File: src/rtl/memarbiter.sv
// memarbiter: round-robin arbiter between the fetch and load/store ports. Each granted
// access goes either to the internal SRAM window or to a req/ack external bus with timeout.
module memarbiter #(
    parameter logic [31:0] INT_BASE    = 32'h1000,
    parameter logic [31:0] INT_SIZE    = 32'h400,
    parameter int unsigned EXT_TIMEOUT = 15,
    localparam int unsigned AW = $clog2(INT_SIZE),
    localparam int unsigned CW = $clog2(EXT_TIMEOUT + 1)
) (
    input  logic          clk,
    input  logic          rst,
    input  logic          i_req,
    input  logic [31:0]   i_addr,
    output logic [31:0]   i_rdata,
    output logic          i_ready,
    input  logic          d_req,
    input  logic          d_we,
    input  logic [31:0]   d_addr,
    input  logic [31:0]   d_wdata,
    output logic [31:0]   d_rdata,
    output logic          d_ready,
    output logic          int_en,
    output logic          int_we,
    output logic [AW-1:0] int_addr,
    output logic [31:0]   int_wdata,
    input  logic [31:0]   int_rdata,
    output logic          ext_req,
    output logic          ext_we,
    output logic [31:0]   ext_addr,
    output logic [31:0]   ext_wdata,
    input  logic [31:0]   ext_rdata,
    input  logic          ext_ack,
    output logic          bus_err
);

    typedef enum logic [1:0] {IDLE, INT, EXT, RESP} state_t;

    state_t        state;
    logic          own_d;
    logic          last_d;
    logic          mask_i;
    logic          mask_d;
    logic          is_int;
    logic          we;
    logic          err;
    logic [31:0]   addr;
    logic [31:0]   wdata;
    logic [31:0]   rdata;
    logic [CW-1:0] cnt;

    logic          elig_i;
    logic          elig_d;
    logic          pick_d;
    logic [31:0]   sel_addr;
    logic          sel_int;
    logic [AW-1:0] off;
    logic [31:0]   resp_data;

    // Both eligible: the port not granted last wins
    assign elig_i   = i_req & ~mask_i;
    assign elig_d   = d_req & ~mask_d;
    assign pick_d   = elig_d & (~elig_i | ~last_d);
    assign sel_addr = pick_d ? d_addr : i_addr;
    // Unsigned wrap makes addresses below INT_BASE fail the window test too
    assign sel_int  = (sel_addr - INT_BASE) < INT_SIZE;
    assign off      = addr[AW-1:0] - INT_BASE[AW-1:0];

    always_ff @(posedge clk) begin
        if (rst) begin
            state  <= IDLE;
            own_d  <= 1'b0;
            last_d <= 1'b0;
            mask_i <= 1'b0;
            mask_d <= 1'b0;
            is_int <= 1'b0;
            we     <= 1'b0;
            err    <= 1'b0;
            addr   <= '0;
            wdata  <= '0;
            rdata  <= '0;
            cnt    <= '0;
        end else begin
            case (state)
                IDLE: begin
                    mask_i <= 1'b0;
                    mask_d <= 1'b0;
                    if (elig_i | elig_d) begin
                        own_d  <= pick_d;
                        last_d <= pick_d;
                        addr   <= sel_addr;
                        we     <= pick_d & d_we;
                        wdata  <= pick_d ? d_wdata : '0;
                        is_int <= sel_int;
                        err    <= 1'b0;
                        rdata  <= '0;
                        cnt    <= '0;
                        state  <= sel_int ? INT : EXT;
                    end
                end
                INT: state <= RESP;
                EXT: begin
                    if (ext_ack) begin
                        rdata <= we ? '0 : ext_rdata;
                        state <= RESP;
                    end else if (cnt == CW'(EXT_TIMEOUT - 1)) begin
                        err   <= 1'b1;
                        state <= RESP;
                    end else begin
                        cnt <= cnt + 1'b1;
                    end
                end
                RESP: begin
                    mask_i <= ~own_d;
                    mask_d <= own_d;
                    state  <= IDLE;
                end
                default: state <= IDLE;
            endcase
        end
    end

    // SRAM read data arrives in RESP, one cycle after int_en, and is forwarded directly
    assign resp_data = (is_int && !we) ? int_rdata : rdata;

    assign int_en    = (state == INT);
    assign int_we    = int_en & we;
    assign int_addr  = int_en ? off : '0;
    assign int_wdata = int_en ? wdata : '0;

    assign ext_req   = (state == EXT);
    assign ext_we    = ext_req & we;
    assign ext_addr  = ext_req ? addr : '0;
    assign ext_wdata = ext_req ? wdata : '0;

    assign i_ready   = (state == RESP) & ~own_d;
    assign d_ready   = (state == RESP) & own_d;
    assign i_rdata   = i_ready ? resp_data : '0;
    assign d_rdata   = d_ready ? resp_data : '0;
    assign bus_err   = (state == RESP) & err;

endmodule
File: config.mk
export PLATFORM = sky130hd
export DESIGN_NAME = memarbiter
export DESIGN_NICKNAME = d
export VERILOG_FILES = /design/src/rtl/memarbiter.sv
export SDC_FILE = /design/constraint.sdc
export NUM_CORES = 1
export LEC_CHECK = 0
export CAP_MARGIN = 0
export CELL_PAD_IN_SITES_DETAIL_PLACEMENT = 0
export CELL_PAD_IN_SITES_GLOBAL_PLACEMENT = 1
export CORE_UTILIZATION = 26
export DETAILED_ROUTE_END_ITERATION = 8
export HOLD_SLACK_MARGIN = 0.05
export PLACE_DENSITY_LB_ADDON = 0.1
export SYNTH_ARGS = -nofsm -noshare
export SYNTH_HDL_FRONTEND = slang
export SYNTH_SLANG_ARGS = --single-unit
File: constraint.sdc
create_clock -name clk -period 2.6 [get_ports clk]
set_input_delay 0.26 -clock clk [delete_from_list [all_inputs] [get_ports clk]]
set_output_delay 0.26 -clock clk [all_outputs]
set_load 0.05 [all_outputs]
==> out/summary.md, run 1 <==
At the worst endpoint, the required time is 2.34 ns. For this run, the top clock speed supported by timing is 416.0 MHz. The run gives 343 as the boundary pin count. The clock tree synthesis step divided the H-tree into 3 levels. The area growth from synthesis to layout was 86.32%. The number of flops mapped to enable cells by yosys came out at 0.

Once detailed placement completed, the half-perimeter wirelength came to 16.71 mm. The most used flip-flop cell after synthesis is sky130_fd_sc_hd__dfxtp_1. When the netlist entered floorplanning its net count stood at 958. The run gives 0.1966 as the global-route usage over all layers. The startpoint class of the critical path was a flop. For this run, the detailed router's first-pass iteration total came to 8. STA classifies the critical path endpoint as a primary output.

The height of the die is 152.2 µm. The checks that failed: design-rule violations. The maximum VDD drop is 0.0004711 V, and the post-CTS setup repair buffer count is 0. The row count was 54; the slew at the pin closest to its max-slew limit was 0.5350 ns. Counting flops and latches in the post-synthesis netlist gives 108.

For the number of global-route vias before repair, the log shows 6,418. The number of pins with negative max-slew slack in the final report is 0, and the overall via count from detail_route is 6,464. Summing every instance area after synthesis gives 0.005863 mm². The pin count of the biggest net entering global routing is 65.

The number of remaining DRC errors is 19, and the horizontal die dimension is 152.2 µm. The clock reaches the later pin of the worst-skew pair after 0.35 ns. For the worst setup path, the data arrival time is 2.14 ns. In this run the worst hold path is classified as in2reg. For the violation count after the first detailed-routing iteration, the log shows 257.

Fraction of the yosys area taken by sequential cells: 0.3688. The run gives 0 as the count of final setup violators. The headroom to the max-slew limit was 0.6447; the power per unit of standard cell area was 736.9 mW/mm². Total of hold buffers inserted after clock tree synthesis: 0. Overall power consumption after layout is estimated at 8.050 mW.

The synthesized area per cell was 7.459 µm². After detailed routing, the average wire length per cell comes to 16.68 µm. Leakage power: 4.093 nW. The number of distinct standard cells referenced by the synthesized netlist was 47. The path type of the worst setup path was reg2out.

The run gives 22.94 mm as the final wirelength. For this run the aggregate overflow at the end of global routing stands at 0. For the count of nets left with antenna violations after detail routing, the log shows 0. The area share of the leading cell type in the synthesized netlist was 0.3688. By area the synthesized netlist is led by sky130_fd_sc_hd__dfxtp_1 37%, sky130_fd_sc_hd__and2_1 12%, sky130_fd_sc_hd__nor2_1 9.3%, sky130_fd_sc_hd__nand2_1 6.5%, sky130_fd_sc_hd__mux2i_1 5.6%. Clock-pin slew was measured on the worst setup and hold paths at 0.07 ns. Share of async-settable or async-resettable flops after synthesis: 0. The clock tree buffer depth is 2, and the total inserted antenna cells is 0.

The worst path in the final design needs a cycle of 2.404 ns, including I/O delays and setup. The die covers 0.02316 mm². In the final timing run, aggregate negative setup slack is 0 ns. Biggest area consumer among synthesized cells: sky130_fd_sc_hd__dfxtp_1. After filler insertion, the fill cell instance count of the layout stands at 2,107. The flow ran to the end, but the final reports show violations.

The number of max-capacitance violations reported was 0; the via density per instance was 4.701. Between clock sinks in the finished design, the worst skew comes to 0.01632 ns. The number of hold violations in the final report is 0, and the largest fanout of any net on the critical path is 26. The commonest cells after synthesis are 146 x sky130_fd_sc_hd__nor2_1, 111 x sky130_fd_sc_hd__and2_1, 108 x sky130_fd_sc_hd__dfxtp_1. The initial antenna violation count is 0. Setup repair after global routing left no endpoint under its margin. Share of final-layout standard cells stronger than drive strength 1: 0.1918.

The run gives 0.7783 as the weighted congestion reported at the end of routability-driven placement. The most common cell in the synthesized netlist is sky130_fd_sc_hd__nor2_1. Gates resized during post-CTS repair numbered 2.

For the first-pass GRT wire length, the log shows 36.18 mm. TritonCTS built the clock tree. The Yosys step of the flow raised 0 warnings. At the end of the flow, the number of nets in the layout was 1,262. Synthesis produced a netlist whose cell count is 786.

The post-route fraction of the period consumed by the critical path is 0.9246. The number of buffers inserted by port buffering was 342; the number of buffers created by CTS was 9. For the clock sink count, the log shows 108.

Starting utilization of the core area: 0.2670. Area of the placeable core: 0.02196 mm². Clock tree synthesis selected as its root buffer the cell sky130_fd_sc_hd__clkbuf_16.
==> power by group <==
part,switching (mW),internal [mW]
Clock,0.647,0.799
Sequential,0.253,2.07
Combinational,2.70,1.58
==> registers in the layout, indices dropped and copies added (netlist names) <==
name and count:
addr 32, cnt 4, err 1, is_int 1, last_d 1, mask_d 1
mask_i 1, rdata 32, state 2, wdata 32, we 1
==> metrics by stage <==
stage,hold slack (ns),setup slack [ns],instances,instance area (µm²),util
floorplan,0.4083,0.4177,786,5863,-
global placement,0.4404,0.1721,1359,10610,0.4833
detailed placement,0.4459,0.1668,1359,10610,0.4833
CTS,0.3262,0.001357,1375,10910,0.4970
global route,0.3309,0.09453,1375,10920,0.4975
finish,0.3369,0.1961,1375,10920,0.4975
==> critical path, cell delays in order (launching register included) <==
cell and delay, ns:
sky130_fd_sc_hd__dfxtp_1 0.36, sky130_fd_sc_hd__inv_1 0.13, sky130_fd_sc_hd__ha_4 0.32, sky130_fd_sc_hd__and2_1 0.17, sky130_fd_sc_hd__clkdlybuf4s50_1 0.81
==> kinds of logic after synthesis <==
group / share of synthesized area
muxes: 0.05634
and+or+nand+nor: 0.3434
buffers and inverters: 0.04951
adders and majority gates: 0.01280
DFF: 0.3688
AOI/OAI and AO/OA: 0.1633
xor gates and xnor gates: 0.005976
==> worst paths after layout <==
kind / start / endpoint / slack [ns] / depth (start not counted)
setup / recovery: state[0] / ext_addr[5] / 0.20 / 4
hold / removal: rst / last_d / 0.34 / 2
setup reg to reg: state[0] / rdata[17] / 0.59 / 7
hold reg to reg: rdata[25] / rdata[25] / 0.45 / 2
==> metal layers <==
layer / track usage / vias to the layer above / share of wire / wire length [µm]
li1: - / 3272 / - / -
met1: 0.2477 / 2942 / 0.43 / 9934
met2: 0.3285 / 223 / 0.47 / 10820
met3: 0.05063 / 27 / 0.077 / 1765
met4: 0.05928 / 0 / 0.018 / 420
met5: 0 / - / 0 / 0
==> layout make-up <==
class / instances / area [µm²] / area share
Sequential cell: 108 / 2162 / 0.1979
Tap cell: 280 / 350.3 / 0.03207
Timing Repair Buffer: 361 / 4624 / 0.4233
Multi-Input combinational cell: 601 / 3450 / 0.3158
Inverter: 9 / 33.78 / 0.003092
Clock inverter: 4 / 47.55 / 0.004352
Clock buffer: 12 / 256.5 / 0.02348
==> cells in the final DEF (no fill, tap or decap), types with 2 or more instances in the layout <==
cell | netlist | routed
sky130_fd_sc_hd__a211oi_1 | 4 | 4
sky130_fd_sc_hd__o31ai_1 | 3 | 3
sky130_fd_sc_hd__nor3_1 | 5 | 5
sky130_fd_sc_hd__nor3b_1 | 2 | 2
sky130_fd_sc_hd__a22oi_1 | 34 | 34
sky130_fd_sc_hd__nor4b_1 | 2 | 2
sky130_fd_sc_hd__mux2i_1 | 33 | 33
sky130_fd_sc_hd__nor2_1 | 146 | 144
sky130_fd_sc_hd__xnor2_1 | 3 | 3
sky130_fd_sc_hd__nand2b_1 | 4 | 4
sky130_fd_sc_hd__nand4_1 | 2 | 2
sky130_fd_sc_hd__nand3_1 | 35 | 35
sky130_fd_sc_hd__a21oi_1 | 38 | 38
sky130_fd_sc_hd__clkbuf_16 | 0 | 9
sky130_fd_sc_hd__inv_1 | 8 | 8
sky130_fd_sc_hd__ha_1 | 6 | 5
sky130_fd_sc_hd__buf_4 | 0 | 63
sky130_fd_sc_hd__clkbuf_8 | 0 | 2
sky130_fd_sc_hd__nor2_2 | 0 | 2
sky130_fd_sc_hd__nor4_1 | 5 | 5
sky130_fd_sc_hd__a31oi_1 | 2 | 2
sky130_fd_sc_hd__buf_12 | 0 | 117
sky130_fd_sc_hd__o211ai_1 | 5 | 5
sky130_fd_sc_hd__a311oi_1 | 31 | 31
sky130_fd_sc_hd__or4_4 | 2 | 2
sky130_fd_sc_hd__nand2_1 | 101 | 101
sky130_fd_sc_hd__dlygate4sd2_1 | 0 | 2
sky130_fd_sc_hd__dfxtp_1 | 108 | 108
sky130_fd_sc_hd__o21ai_0 | 5 | 5
sky130_fd_sc_hd__and2_1 | 111 | 111
sky130_fd_sc_hd__clkinv_2 | 0 | 2
sky130_fd_sc_hd__nor2b_1 | 4 | 2
sky130_fd_sc_hd__clkdlybuf4s50_1 | 0 | 179
Power figures use the tool's default switching activity.
==> inputs of run 2 (changes only) <==
==> constraint.sdc (replaced) <==
create_clock -name clk -period 2.4 [get_ports clk]
set_input_delay 0.24 -clock clk [delete_from_list [all_inputs] [get_ports clk]]
set_output_delay 0.24 -clock clk [all_outputs]
set_load 0.05 [all_outputs]
==> run 2 against run 1 <==
The run still ends with design-rule violations left. Utilization increased by 2.2 points. Hold slack improved by 0.10 ns. Clock power grew 3%. Sequential cell count unchanged. First-iteration DRC count increased by 11%. Clock skew fell by 0.0051 ns. Critical path type unchanged. Critical endpoint is now ext_wdata[23]. Highest routed layer unchanged.
==> out/summary.md, run 2 (synthesis gave the netlist of run 1 again) <==
The flow ran to the end, but the final reports show violations. The final reports fail on design-rule violations. For the total inserted antenna cells, the log shows 0. For the required time at the endpoint of the critical path, the log shows 2.16 ns. STA classifies the critical path endpoint as a primary output. Power spread over the standard cell area amounts to 783.1 mW/mm². The area taken by multi-input logic gates came out at 0.003440 mm².

No sink is reached through more buffers than the 2 on the longest clock path. The leakage power is 4.242 nW, and the setup slack of the worst register-to-register path is 0.45 ns. The logs give 0.002162 mm² for the area taken by flip-flops and latches and 1.87 ns for the critical path data arrival time. Via density per instance: 4.739. Achievable frequency: 474.9 MHz.

Setup violations remaining at the end of the flow were counted as 0. In this run the tool buffered the top-level ports with 342 buffer cells. Post-route fraction of the period consumed by the critical path: 0.8774. The headroom to the max-slew limit is 0.5219, and the pin count of the biggest net entering global routing is 64. The first global-routing pass estimated 36.34 mm of wire. TritonCTS built the clock tree. The worst register-to-register path begins at state[0].

Maximum VDD drop: 0.0006786 V. The logic gate share of total power is 0.552, and the met3 wire length is 2.029 mm. The horizontal die dimension was 152.2 µm. The starting utilization of the core area is 0.2670, and the global-route usage over all layers is 0.1993. After layout, the minimum clock period comes to 2.106 ns.

The H-tree generated during clock tree synthesis spans 3 levels. The clock arrives with 0.01119 ns of skew. Max-cap violations in this run came to 0.

The tools report the number of buffers created by CTS as 9. STA classifies the critical path startpoint as a flop. The height of the die was 152.2 µm; the post-CTS setup repair buffer count was 0. After detailed routing, the wire length on met1 is 10.06 mm.

The region available for standard cell placement spans 0.02196 mm². The largest registers in the layout are addr x32, rdata x32, wdata x32. The sequential power share is 0.280, and the initial antenna violation count is 0. Summing internal, switching and leakage power gives 8.935 mW.

The congestion estimate from routability-driven global placement came to 0.8178. Class of the worst hold path: in2reg. The slew at the pin closest to its max-slew limit was 0.7171 ns. The analysis attributes to net switching a power of 3.937 mW. The clock sink count was 108.

For the final wirelength, the log shows 23.32 mm. The count of nets left with antenna violations once routing finished came out at 0. The worst setup path is of the reg2out kind. The die covers 0.02316 mm². The clock power share was 0.168. Internal power comes to 4.998 mW. For the total global routing overflow, the log shows 0. The layout has 2,058 filler cells. Detailed routing placed a total of 11.02 mm of wire on met2.

Share of total power consumed by net switching: 0.4406. Setup repair after global routing left no endpoint under its margin. For this run, design rule violations remaining after detail routing come to 20. The share of final-layout standard cells stronger than drive strength 1 is 0.2082. The post-DP HPWL is 17.01 mm. The worst hold path begins at rst. Leaving out fill and tap cells, the most frequent cell in the layout is sky130_fd_sc_hd__clkdlybuf4s50_1. The worst hold path stage count was 2; the number of cells upsized or downsized after cts was 0. For this design the top-level I/O count stands at 343.

The floorplan has 54 rows. The total number of nets in the final design was 1,265. The highest routing layer actually used was met4. In this run, the number of DRC markers left after iteration 0 of detailed routing was 285.

The logic depth of the worst register-to-register path works out to 7. The tools report the cell at the root of the clock tree as sky130_fd_sc_hd__clkbuf_16. The average wire per standard cell was 16.96 µm; the post-CTS clock slew at the launch and capture registers of the worst setup and hold paths was 0.07 ns. Reg-to-reg endpoint: cnt[3].

The path with the worst hold slack has its endpoint at wdata[30]. The run gives 1,362 as the total instance count after detailed placement. The count of cells in the finished layout, fillers not included, comes to 1,375. The tools report the total of hold buffers inserted after clock tree synthesis as 0.

The number of hold violations in the final report came out at 0. In the layout the commonest cells are 164 x sky130_fd_sc_hd__clkdlybuf4s50_1, 160 x sky130_fd_sc_hd__buf_12, 144 x sky130_fd_sc_hd__nor2_1, 111 x sky130_fd_sc_hd__and2_1, 108 x sky130_fd_sc_hd__dfxtp_1. The clock latency at the later pin of the worst-skew pair is 0.35 ns, and the area growth from synthesis to layout is 94.60%. The largest fanout of any net on the critical path is 63, and the first-pass detailed-route iteration total is 8.

The logs give 0 for the number of pins with negative max-slew slack in the final report and 6,354 for the number of global-route vias before repair. The tools report the overall via count from detail_route as 6,516.
## run 2: cell count changes in the layout (fill, tap and decap cells not counted)
cell                              previous run  this run
sky130_fd_sc_hd__ha_2                        0         1
sky130_fd_sc_hd__clkinvlp_4                  1         0
sky130_fd_sc_hd__buf_4                      63        40
sky130_fd_sc_hd__clkbuf_8                    2         1
sky130_fd_sc_hd__ha_4                        1         0
sky130_fd_sc_hd__clkbuf_1                    1         0
sky130_fd_sc_hd__clkdlybuf4s50_1           179       164
sky130_fd_sc_hd__buf_12                    117       160
sky130_fd_sc_hd__dlygate4sd2_1               2         0
## run 2: cell type report
class	count	share of cell area
repair buffers	364	0.4509
inverters	9	0.002961
clock inverters	3	0.003509
flip-flops and latches	108	0.1895
well taps	280	0.03071
multi-input cells	601	0.3015
clock buffers	10	0.02095
## run 2: power groups by stage
stage / clock, mW / combinational (mW) / sequential, mW
6_report: 1.50 / 4.93 / 2.50
2_1_floorplan: 0 / 2.96 / 2.45
3_3_place_gp: 0 / 4.98 / 2.53
4_1_cts: 1.56 / 5.00 / 2.51
5_1_grt: 1.63 / 5.36 / 2.58
3_5_place_dp: 0 / 4.99 / 2.55
## run 2: routing by layer
layer / track usage / up-vias
met3: 0.06115 / 16
met1: 0.2485 / 3005
li1: - / 3272
met5: 0 / -
met2: 0.3336 / 223
met4: 0.04908 / 0
## run 2: through the flow
| stage | setup WS [ns] | hold WS (ns) | utilization | area, µm² | setup TNS (ns) |
|---|---|---|---|---|---|
| 5_1_grt | 0.1243 | 0.4408 | 0.5196 | 11410 | 0 |
| 3_3_place_gp | -0.008189 | 0.4400 | 0.5069 | 11130 | -0.008189 |
| 2_1_floorplan | 0.2377 | 0.3883 | - | 5863 | 0 |
| 4_1_cts | 0.2334 | 0.4139 | 0.5196 | 11410 | 0 |
| 3_5_place_dp | -0.02807 | 0.4459 | 0.5069 | 11130 | -0.03509 |
| 6_report | 0.2943 | 0.4377 | 0.5196 | 11410 | 0 |
## run 2: worst max-delay path by stage
stage / from / to / slack [ns]
floorplan: is_int / d_rdata[10] / 0.24
global placement: d_addr[18] / state[1] / -0.008
detailed placement: d_addr[18] / state[1] / -0.03
CTS: state[0] / ext_wdata[23] / 0.23
global route: state[0] / ext_wdata[18] / 0.12
finish: state[0] / ext_wdata[23] / 0.29
## run 2: critical path, stage by stage, from the launching register on
cell	delay, ns
sky130_fd_sc_hd__dfxtp_1	0.35
sky130_fd_sc_hd__inv_1	0.10
sky130_fd_sc_hd__ha_2	0.36
sky130_fd_sc_hd__buf_12	0.28
sky130_fd_sc_hd__and2_1	0.23
sky130_fd_sc_hd__buf_12	0.15
==> inputs of run 3 (changes only) <==
--- a/config.mk
+++ b/config.mk
@@ -8,8 +8,10 @@
 export CAP_MARGIN = 0
 export CELL_PAD_IN_SITES_DETAIL_PLACEMENT = 0
 export CELL_PAD_IN_SITES_GLOBAL_PLACEMENT = 1
-export CORE_UTILIZATION = 26
+export CORE_UTILIZATION = 28
+export CTS_CLUSTER_SIZE = 25
 export DETAILED_ROUTE_END_ITERATION = 8
+export GPL_TIMING_DRIVEN = 1
 export HOLD_SLACK_MARGIN = 0.05
 export PLACE_DENSITY_LB_ADDON = 0.1
 export SYNTH_ARGS = -nofsm -noshare
==> constraint.sdc (replaced) <==
create_clock -name clk -period 2.55 [get_ports clk]
set_input_delay 0.255 -clock clk [delete_from_list [all_inputs] [get_ports clk]]
set_output_delay 0.255 -clock clk [all_outputs]
set_load 0.05 [all_outputs]
==> run 3 against run 2 <==
The run now ends clean. Register-to-register slack gained 0.14 ns. Highest routed layer unchanged. Sequential power decreased by 6%. Critical endpoint is now bus_err. Sequential cell count unchanged. Cell area is 4.9% lower.
==> out/summary.md, run 3 (synthesis gave the netlist of run 1 again) <==
The run gives 3.641 mW as the switching power. The worst setup path is launched from a flop. In this run the clock root is driven by a sky130_fd_sc_hd__clkbuf_16. The net count of the finished layout is 1,262. The logs give 236 for the violation count after the first detailed-routing iteration and 0.289 for the sequential power share.

Post-CTS timing repair inserted 0 buffers for setup. Dividing the detail-routed wire length by the instance count gives 16.62 µm. TritonCTS built the clock tree. The min-delay analysis places its worst path in the category in2reg.

Largest fanout of any net on the critical path: 5. Clock-pin slew was measured on the worst setup and hold paths at 0.07 ns. The repair_antennas step left the layout with diodes totalling 0.

Buffers placed on the I/O ports in this run total 342. The number of pins with negative max-slew slack in the final report was 0; the slew at the pin closest to its max-slew limit was 0.5456 ns. Internal power comes to 4.518 mW. Leaving out fill and tap cells, the most frequent cell in the layout is sky130_fd_sc_hd__clkdlybuf4s50_1. After detailed routing, the number of remaining DRC violations is 0.

The share of final-layout standard cells stronger than drive strength 1 works out to 0.2057. The critical path endpoint category is a primary output. The count of H-tree levels built during CTS came out at 3.

The headroom to the max-slew limit was 0.6351; the worst slack at placement was 0.1144 ns. In this run the static leakage power is 4.107 nW. Data arrives at the worst endpoint at 1.95 ns. The largest registers in the layout are addr x32, rdata x32, wdata x32. The achievable frequency came out at 452.6 MHz. Path type of the worst setup path: reg2out. For the post-DP HPWL, the log shows 16.41 mm.

The die outline area came out at 0.02152 mm². The worst setup margin came out at 0.3404 ns. In this run the deepest clock path goes through 2 buffers.

For the clock latency at the later pin of the worst-skew pair, the log shows 0.35 ns. The number of hold violations in the final report is 0, and the area growth from synthesis to layout is 85.13%. The tools report the clock power share as 0.184.

The share of total power consumed by net switching works out to 0.4463. The number of cells upsized or downsized after cts is 0, and the total negative slack for setup checks is 0 ns. Entering global routing, the biggest net connects 73 pins. Measured along the y axis, the die boundary spans 146.7 µm. The post-route fraction of the period consumed by the critical path came out at 0.8665. The power per unit of standard cell area works out to 751.7 mW/mm².

The logs give 9 for the number of buffers created by CTS and 52 for the row count. The pre-antenna-repair detailed-routing pass consisted of 6 iterations. For this design, the CTS-stage hold fixing added 0 buffers. Using the TritonRoute via totals, the vias-per-cell ratio works out to 4.765.

The total overflow left after global routing is 0. The die is 146.7 µm wide. In the layout the commonest cells are 165 x sky130_fd_sc_hd__clkdlybuf4s50_1, 144 x sky130_fd_sc_hd__nor2_1, 116 x sky130_fd_sc_hd__buf_12, 111 x sky130_fd_sc_hd__and2_1, 108 x sky130_fd_sc_hd__dfxtp_1. Wires add up to 22.67 mm. The number of global-route vias before repair came out at 6,223.

The count of final setup violators was 0; the worst clock skew on the final layout was 0.009953 ns. The logs give 343 for the boundary pin count and 35.21 mm for the first-pass GRT wire length. The run gives 0.02036 mm² as the area of the placeable core. The final route contains 6,500 vias. The clock sink count is 108. The initial antenna violation count was 0. In this run the remaining antenna-violating nets after routing total 0. The flow ran to the end, and the final reports show no timing, DRC or antenna violations. Max-cap violations in this run came to 0.

The global-route usage over all layers is 0.2070, and the starting utilization of the core area is 0.2879. Setup repair after global routing left no endpoint under its margin. The logic gate share of total power came out at 0.527. For the finished layout, the period the worst path requires is 2.210 ns. The tools report the required time at the endpoint of the critical path as 2.30 ns. Across the VDD grid, the largest voltage drop is 0.0005447 V. Routability-driven placement finished with a final weighted congestion of 0.8324.
[run 3: area by class of cell]
class                           instances  area (µm²)
Clock buffer                           10       229.0
Clock inverter                          5       77.57
Fill cell                            1909        9510
Inverter                                9       33.78
Multi-Input combinational cell        601        3440
Sequential cell                       108        2162
Tap cell                              270       337.8
Timing Repair Buffer                  361        4574
[run 3: power by group through the flow]
| stage | Combinational, mW | Clock [mW] | Sequential (mW) |
|---|---|---|---|
| 4_1_cts | 4.36 | 1.56 | 2.36 |
| 6_report | 4.30 | 1.50 | 2.36 |
| 3_3_place_gp | 4.33 | 0 | 2.39 |
| 5_1_grt | 4.67 | 1.62 | 2.42 |
| 3_5_place_dp | 4.35 | 0 | 2.40 |
| 2_1_floorplan | 2.78 | 0 | 2.31 |
[run 3: worst max-delay path, stage by stage, from the launching register on]
cell	delay, ns
sky130_fd_sc_hd__dfxtp_1	0.41
sky130_fd_sc_hd__ha_1	0.23
sky130_fd_sc_hd__and2_1	0.13
sky130_fd_sc_hd__clkdlybuf4s50_1	0.83
[run 3: worst paths after layout]
check | start | endpoint | slack, ns | cells past startpoint
setup / recovery | state[0] | bus_err | 0.34 | 3
hold / removal | rst | addr[9] | 0.31 | 2
setup reg to reg | state[0] | rdata[17] | 0.59 | 8
hold reg to reg | rdata[16] | rdata[16] | 0.45 | 2
[run 3: metal layers]
| layer | vias to the layer above | global-route usage | share of wire |
|---|---|---|---|
| met5 | - | 0 | 0 |
| met2 | 233 | 0.3552 | 0.48 |
| met4 | 0 | 0.05677 | 0.013 |
| li1 | 3269 | - | - |
| met3 | 17 | 0.05621 | 0.082 |
| met1 | 2981 | 0.2529 | 0.42 |
[run 3: through the flow]
step           hold WS [ns]  cells  power [mW]  cell area (µm²)  utilization
6_report             0.3082   1364       8.159            10850       0.5330
3_5_place_dp         0.4437   1349       6.749            10550       0.5179
4_1_cts              0.3030   1364       8.281            10850       0.5330
3_3_place_gp         0.4398   1349       6.723            10550       0.5179
2_1_floorplan        0.4033    786       5.092             5863            -
5_1_grt              0.3144   1364       8.710            10850       0.5330
